**config.mk**
```make
export PLATFORM = sky130hd
export DESIGN_NAME = seg_scan_ctrl
export DESIGN_NICKNAME = d
export VERILOG_FILES = /design/src/rtl/seg_scan_ctrl.sv
export SDC_FILE = /design/constraint.sdc
export NUM_CORES = 1
export LEC_CHECK = 0
export ABC_AREA = 1
export CAP_MARGIN = 20
export CORE_MARGIN = 4
export CORE_UTILIZATION = 40
export CTS_BUF_LIST = sky130_fd_sc_hd__clkbuf_16
export DETAILED_ROUTE_END_ITERATION = 10
export GPL_TIMING_DRIVEN = 0
export HOLD_SLACK_MARGIN = 0.03
export MAX_ROUTING_LAYER = met4
export SLEW_MARGIN = 20
export SYNTH_ARGS = -nofsm -noshare
export SYNTH_HDL_FRONTEND = slang
export SYNTH_SLANG_ARGS = --single-unit
```
**constraint.sdc**
```tcl
create_clock -name clk -period 4.1 [get_ports clk]
set_input_delay 0.41 -clock clk [delete_from_list [all_inputs] [get_ports clk]]
set_output_delay 0.41 -clock clk [all_outputs]
set_load 0.01 [all_outputs]
```
**src/rtl/seg_scan_ctrl.sv**
```systemverilog
// 4-digit common-anode 7-segment scan controller with a right-entry digit buffer.
// Optional backspace input and logic are compiled in when SEG_SCAN_BKSP_EN is defined.
module seg_scan_ctrl #(
    parameter int unsigned REFRESH_DIV = 100000,
    parameter int unsigned BLANK_CYC   = 500,
    parameter int unsigned DIV_W       = 17
) (
    input  logic       clk,
    input  logic       rst_n,
    input  logic       key_valid,
    input  logic [3:0] key_digit,
    input  logic       key_clear,
`ifdef SEG_SCAN_BKSP_EN
    input  logic       key_bksp,
`endif
    output logic [6:0] seg,
    output logic [3:0] an,
    output logic [2:0] digit_count,
    output logic       buf_full
);

    logic [3:0][3:0]   d, d_nx;
    logic [3:0]        v, v_nx;
    logic [2:0]        cnt_nx;
    logic [DIV_W-1:0]  div_cnt;
    logic [1:0]        idx;
    logic [6:0]        seg_nx;
    logic [3:0]        an_nx;
    logic [3:0]        cur;
    logic              accept;

    function automatic logic [6:0] decode(input logic [3:0] val);
        logic [6:0] s;
        case (val)
            4'd0:    s = 7'b1000000;
            4'd1:    s = 7'b1111001;
            4'd2:    s = 7'b0100100;
            4'd3:    s = 7'b0110000;
            4'd4:    s = 7'b0011001;
            4'd5:    s = 7'b0010010;
            4'd6:    s = 7'b0000010;
            4'd7:    s = 7'b1111000;
            4'd8:    s = 7'b0000000;
            4'd9:    s = 7'b0010000;
            default: s = '1;
        endcase
        return s;
    endfunction

    assign accept = key_valid && (key_digit <= 4'd9);

    // Buffer next state; clear wins over a new digit, which wins over backspace.
    always_comb begin
        d_nx   = d;
        v_nx   = v;
        cnt_nx = digit_count;
        if (key_clear) begin
            v_nx   = '0;
            cnt_nx = '0;
        end else if (accept) begin
            d_nx   = {d[2], d[1], d[0], key_digit};
            v_nx   = {v[2:0], 1'b1};
            cnt_nx = (digit_count == 3'd4) ? 3'd4 : digit_count + 3'd1;
        end
`ifdef SEG_SCAN_BKSP_EN
        else if (key_bksp && (digit_count != 3'd0)) begin
            d_nx   = {d[3], d[3], d[2], d[1]};
            v_nx   = {1'b0, v[3:1]};
            cnt_nx = digit_count - 3'd1;
        end
`endif
    end

    always_ff @(posedge clk or negedge rst_n) begin
        if (!rst_n) begin
            d           <= '0;
            v           <= '0;
            digit_count <= '0;
            buf_full    <= 1'b0;
        end else begin
            d           <= d_nx;
            v           <= v_nx;
            digit_count <= cnt_nx;
            buf_full    <= (cnt_nx == 3'd4);
        end
    end

    always_ff @(posedge clk or negedge rst_n) begin
        if (!rst_n) begin
            div_cnt <= '0;
            idx     <= '0;
        end else if (div_cnt == DIV_W'(REFRESH_DIV - 1)) begin
            div_cnt <= '0;
            idx     <= idx + 2'd1;
        end else begin
            div_cnt <= div_cnt + DIV_W'(1);
        end
    end

    assign cur = d[idx];

    // Pin values come from the pre-edge scan/buffer state, giving one cycle of latency.
    always_comb begin
        an_nx  = '1;
        seg_nx = '1;
        if ((div_cnt >= DIV_W'(BLANK_CYC)) && v[idx]) begin
            an_nx  = ~(4'b0001 << idx);
            seg_nx = decode(cur);
        end
    end

    always_ff @(posedge clk or negedge rst_n) begin
        if (!rst_n) begin
            an  <= '1;
            seg <= '1;
        end else begin
            an  <= an_nx;
            seg <= seg_nx;
        end
    end

endmodule

```
==> summary.txt, run 1 <==
Die
  – FP Rows: 30
  – DIE WIDTH: 93.34 um
  – Die height: 93.34 um
  – Initial Util: 41.95%
  – I/O pins: 23
  – Core area: 6944 um^2
  – Die area: 8711 um^2

Setup path
  – Reg-to-reg slack, setup: 2.45 ns
  – Worst-path maximum fanout: 1
  – Worst setup EP type: output pin
  – Reg2reg end: seg[5]$_DFF_PN1_
  – Slowest CP cell: clkdlybuf4s50_1
  – CP Launch Type: flip-flop
  – Crit path max-delay family: buffers and inverters
  – WP data required: 3.69 ns
  – Data arrival, critical path: 1.33 ns
  – CP Cell Sequence: clkdlybuf4s50_1
  – Buffers & Inverters on Critical Path: 1
  – Largest stage delay on the critical path: 0.53 ns
  – Setup CP Type: reg2out
  – Worst flop-to-flop path startpoint: idx[1]$_DFFE_PN0N_
  – Reg2reg path depth: 8

Detailed routing
  – Vias: 2,113
  – 1st-pass router iterations: 5
  – Vias per inst: 4.515
  – DRC errors left: 0
  – Post-DRT Antenna Nets: 0
  – Routed WL per cell: 11.12 um
  – WL final: 5.205 mm
  – DR iter-0 viols: 54

Layout
  – Fraction of layout cells with a size suffix above 1: 17.20%
  – N_diodes: 0
  – Fin area: 3393 um^2
  – Post-layout util: 48.86%
  – Register area: 1365 um^2
  – # fillers: 658
  – Nets: 392
  – Area Growth Syn to Fin: 16.49%
  – Finished Layout Cells: 468
  – Multi-input logic area: 1292 um^2

Timing
  – Period utilization: 42.33%
  – Max Slew Vio Count: 0
  – Final Hold Viols: 0
  – RSZ-0062 raised after global routing: no
  – Setup WS post-layout: 2.364 ns
  – Fmax: 576.1 MHz
  – Worst slew pin tran: 0.6699 ns
  – Tmin final: 1.736 ns
  – Hold WS: 0.1496 ns
  – Slew headroom: 55.34%
  – Setup Viol. Count Final: 0
  – Fin Clk Skew: 0.007440 ns
  – Final TNS setup: 0 ns

Clock network
  – Number of CTS-inserted buffers: 5
  – CTS resizes: 0
  – Hold-fix buffers, CTS: 0
  – Reg clk slew, reported paths: 0.07 ns
  – Skew-Pair Late Insertion Delay: 0.29 ns
  – H-tree lvl count: 2
  – Clock net sink count: 54
  – Clk root buf: clkbuf_16
  – Max clock buf depth: 2
  – CTS tree: built
  – Setup bufs post-CTS: 0

Flow run
  – Max-Cap Viols: 0

GRT
  – First-pass GRT wire length: 9.121 mm
  – Number of global-route vias before repair: 1,958
  – Largest net degree at the start of global routing: 55
  – Antenna violations before repair: 0
  – Total global-route track usage: 13.35%
  – GRT overflow: 0

Logic synthesis
  – Synth area leader: dfrtp_1
  – Synth cell types: 28
  – Post-synthesis sequential area ratio: 46.86%
  – Post-Syn Nets: 363
  – Avg Cell Area, Syn: 8.517 um^2
  – Syn Inst Count: 342
  – Synth top area share: 36.94%
  – Mapped Area: 2913 um^2
  – Seq cells post-synth: 54
  – Total number of yosys warnings: 0
  – Synth area leaders: dfrtp_1, nand2_1, dfstp_2

Power
  – Total chip power: 1.153 mW
  – Pwr Density: 339.7 nW/um^2
  – Leak Pwr: 1.650 nW
  – VDD IR max: 163.1 uV

Placed design
  – HPWL Detailed: 3.719 mm
  – Post-placement setup slack: 2.181 ns
  – Area after DPL: 3251 um^2
  – Placed insts: 460
  – IO Port Bufs: 22
  – Routability Congestion: 0.8928

Run status
  – Outcome: completed

Worst hold path
  – Min-Delay Path Class: in2async
==> where the power goes <==
group,internal (mW),switching [mW]
combinational,0.0609,0.0933
clock,0.224,0.187
sequential,0.566,0.0207
==> cells by family (layout without fill, tap and decap cells) <==
kind of cell,after synthesis,count (layout),synth area share (%)
AO/OA/AOI/OAI,28,28,7.217
adder cells (fa/ha/maj),13,13,5.584
XOR/XNOR,11,11,3.308
buffers and inverters,57,87,8.763
AND/OR/NAND/NOR,179,179,28.26
flip-flops,54,54,46.86
==> cell type report <==
class | instances | area share (%)
Buffer | 6 | 1.881
Clock buffer | 5 | 3.687
Clock inverter | 3 | 0.5162
Inverter | 51 | 5.642
Multi-Input combinational cell | 231 | 38.09
Sequential cell | 54 | 40.23
Tap cell | 96 | 3.540
Timing Repair Buffer | 22 | 6.416
==> per-layer routing <==
metal  GRT usage [%]  up-vias  wire length (um)
met5               -        -                 0
met4           4.029        0                10
met3           2.494        2               178
met2           20.07       32              2285
met1           18.37      953              2731
li1                -     1126                 -
==> how the worst max path moves through the flow <==
stage                             from          endpoint  slack, ns  cells past startpoint
floorplan           idx[0]$_DFFE_PN0N_  seg[6]$_DFF_PN1_       2.66                      9
global placement                 rst_n  d[1]$_DFFE_PN0P_       0.96                      1
detailed placement        key_digit[1]  d[1]$_DFFE_PN0P_       2.18                      8
CTS                   seg[6]$_DFF_PN1_            seg[6]       2.35                      1
global route        idx[1]$_DFFE_PN0N_  seg[5]$_DFF_PN1_       2.23                      8
finish                seg[6]$_DFF_PN1_            seg[6]       2.36                      1
==> flip-flops by register name, indices dropped and copies added, names as in the netlist <==
register     cells
v                4
idx              2
d               16
digit_count      3
seg              7
an               4
buf_full         1
div_cnt         17
==> synthesized netlist by cell type (all sizes together) <==
library cell,instances
a21oi,10
and3,1
buf,6
dfrtp,43
dfstp,11
ha,13
inv,51
nand2,95
nand3,35
nand3b,3
nand4,4
nor2,38
nor3,3
o211ai,1
o21ai,14
o22ai,3
xnor2,3
xor2,8
==> cells in the final DEF (no fill, tap or decap) <==
master           count
a21oi_2              8
o22ai_1              3
inv_1               48
nand2_4              2
a21oi_1              2
nor2_1              32
xor2_1               8
buf_6                5
ha_1                13
nand3b_1             3
nand2_2              8
nand2_1             85
nand3_2              2
xnor2_1              3
o21ai_2              9
and3_1               1
clkdlybuf4s50_1     21
o211ai_1             1
nand4_1              4
dfrtp_1             43
clkbuf_16            5
clkinv_4             1
o21ai_1              3
nor2_2               2
nor3_1               3
nor2_4               4
buf_4                2
dfstp_2             11
clkinv_2             1
nand3_1             33
inv_2                4
o21ai_0              2
No activity file was read; power rests on OpenSTA's default activity.
==> run 2, diff against run 1 <==
clock period = 1.7 ns   (was 4.1 ns; I/O delays follow)
==> run 2 against run 1 <==
Compared with the run above:
- via count grew 0.71%
- flip-flop and latch count unchanged
- critical path type is now reg2reg
- largest cell class unchanged
- count of clock-buffer cells in the layout unchanged
- critical endpoint is now seg[3]$_DFF_PN1_
- register-to-register slack worse by 2.3 ns
- worst hold slack gained 0.29 ns
- worst setup slack got worse by 2.2 ns
- utilization increased by 0.41 points
- die area unchanged
==> summary.txt, run 2 (same netlist as run 1, synthesis figures left out) <==
Setup path
  – Worst flop-to-flop path startpoint: idx[0]$_DFFE_PN0N_
  – Largest stage delay on the critical path: 0.44 ns
  – Reg-to-reg slack, setup: 0.13 ns
  – Cell seen most often among critical-path stages: nand3_1
  – Reg2reg end: seg[3]$_DFF_PN1_
  – Worst-path maximum fanout: 11
  – CP Launch Type: flip-flop
  – Slowest CP cell: dfrtp_2
  – Data arrival, critical path: 1.78 ns
  – CP Cell Sequence: inv_2 -> buf_6 -> nand2_1 -> nand3_1 -> nand2_1 -> ha_1 -> nand3_1 -> nand3_1 -> nand3_1
  – Reg2reg path depth: 9
  – WP data required: 1.91 ns
  – Setup CP Type: reg2reg
  – Worst setup EP type: flip-flop

Die
  – Die height: 93.34 um
  – FP Rows: 30
  – I/O pins: 23
  – Core area: 6944 um^2
  – DIE WIDTH: 93.34 um
  – Initial Util: 41.95%
  – Die area: 8711 um^2

Layout
  – N_diodes: 0
  – Most frequent cells in the layout: nand2_1, inv_1, dfrtp_1
  – Area Growth Syn to Fin: 17.48%
  – Most common cell after layout, fill and taps aside: nand2_1
  – Finished Layout Cells: 470
  – Largest register FFs: 17
  – Largest register by flop count: div_cnt
  – Nets: 394
  – Biggest regs: div_cnt: 17 flops, d: 16 flops, seg: 7 flops
  – Fraction of layout cells with a size suffix above 1: 18.18%

Clock network
  – H-tree lvl count: 2
  – Clk root buf: clkbuf_16
  – Clock net sink count: 54
  – Number of CTS-inserted buffers: 5
  – Max clock buf depth: 2
  – Skew-Pair Late Insertion Delay: 0.29 ns
  – CTS tree: built
  – Reg clk slew, reported paths: 0.07 ns

Placed design
  – Routability Congestion: 0.8928
  – HPWL Detailed: 3.719 mm
  – Placed insts: 460
  – IO Port Bufs: 22

GRT
  – GRT overflow: 0
  – First-pass GRT wire length: 9.135 mm
  – Total global-route track usage: 13.37%
  – Antenna violations before repair: 0
  – Number of global-route vias before repair: 1,964
  – Largest net degree at the start of global routing: 55

Timing
  – Fmax: 636.6 MHz
  – Period utilization: 92.40%
  – Hold WS: 0.4435 ns
  – Worst slew pin tran: 0.6724 ns
  – Final TNS setup: 0 ns
  – Tmin final: 1.571 ns
  – Final Hold Viols: 0
  – RSZ-0062 raised after global routing: no
  – Slew headroom: 55.17%
  – Fin Clk Skew: 0.007832 ns
  – Setup Viol. Count Final: 0
  – Max Slew Vio Count: 0

Power
  – Comb pwr share: 13.5%
  – Sequential share of power: 50.8%
  – Sw Share: 26.19%
  – Leak Pwr: 1.658 nW
  – Switching pwr: 0.7296 mW
  – Pwr Density: 814.0 nW/um^2
  – Total chip power: 2.785 mW
  – Clock power share: 35.7%
  – Internal power: 2.056 mW
  – VDD IR max: 396.1 uV

Detailed routing
  – DRC errors left: 0
  – Vias per inst: 4.528
  – 1st-pass router iterations: 5
  – Vias: 2,128
  – WL final: 5.240 mm
  – Post-DRT Antenna Nets: 0
  – DR iter-0 viols: 54
  – Routed WL per cell: 11.15 um

Worst hold path
  – WHS Path Cells: 2
  – Hold_sp: key_clear
  – WHS Endpoint: v[0]$_DFFE_PN0P_
  – Min-Delay Path Class: in2reg

Flow run
  – Max-Cap Viols: 0

Run status
  – Outcome: completed
[run 2: changes by cell type in the layout (fill, tap and decap cells not counted)]
cell	before	now
dfrtp_1	43	41
dfrtp_2	0	2
buf_6	5	6
dlygate4sd3_1	0	1
inv_2	4	3
inv_4	0	1
nand2_1	85	84
nand2_2	8	9
[run 2: per-layer routing]
metal,GRT usage (%),part of all wire [%]
met5,-,0
met4,4.029,0.44
met3,2.494,3.2
met2,20.13,44
met1,18.37,52
[run 2: worst max-delay path: cells and delay by family (launching register included)]
family	cells	cell delay, ns
adder cells (fa/ha/maj)	1	0.31
flip-flops	1	0.44
buffers and inverters	2	0.22
AND/OR/NAND/NOR	6	0.54
[run 2: power by group through the flow]
stage | clock network, mW | registers (mW) | logic, mW
after floorplan | 0 | 1.43 | 0.270
after global placement | 0 | 1.44 | 0.372
after detailed placement | 0 | 1.44 | 0.377
after CTS | 1.03 | 1.41 | 0.381
after global routing | 1.07 | 1.43 | 0.429
final | 0.995 | 1.42 | 0.375
[run 2: worst max-delay path by stage]
stage / start / to / slack, ns / cells past startpoint
2_1_floorplan: idx[0]$_DFFE_PN0N_ / seg[6]$_DFF_PN1_ / 0.26 / 9
3_3_place_gp: rst_n / d[1]$_DFFE_PN0P_ / -1.20 / 1
3_5_place_dp: idx[1]$_DFFE_PN0N_ / seg[5]$_DFF_PN1_ / 0.02 / 8
4_1_cts: idx[1]$_DFFE_PN0N_ / seg[5]$_DFF_PN1_ / 0.008 / 8
5_1_grt: idx[0]$_DFFE_PN0N_ / seg[5]$_DFF_PN1_ / 0.01 / 10
6_report: idx[0]$_DFFE_PN0N_ / seg[3]$_DFF_PN1_ / 0.13 / 9
[run 2: layout make-up]
cell class	count	area, um^2
Inverter	51	193.9
Multi-Input combinational cell	231	1295
Clock inverter	3	17.52
Sequential cell	54	1368
Clock buffer	5	125.1
Buffer	6	67.56
Tap cell	96	120.1
Timing Repair Buffer	24	235.2
Fill cell	660	3522
[run 2: timing repair]
item | 4_1_cts | 5_1_grt
hold buffers | 1 | 0
hold endpoints to repair | 43 | 0
setup buffers | 0 | 1
resized for setup | 0 | 5
setup endpoints to repair | 0 | 4
[run 2: metrics by stage]
step | setup slack, ns | utilization [%] | cell area, um^2
after detailed placement | 0.01976 | 46.81 | 3251
after global placement | -1.204 | 46.85 | 3253
after floorplan | 0.2624 | - | 2913
final | 0.1291 | 49.28 | 3422
after global routing | 0.01197 | 49.28 | 3422
after CTS | 0.007671 | 49.01 | 3403
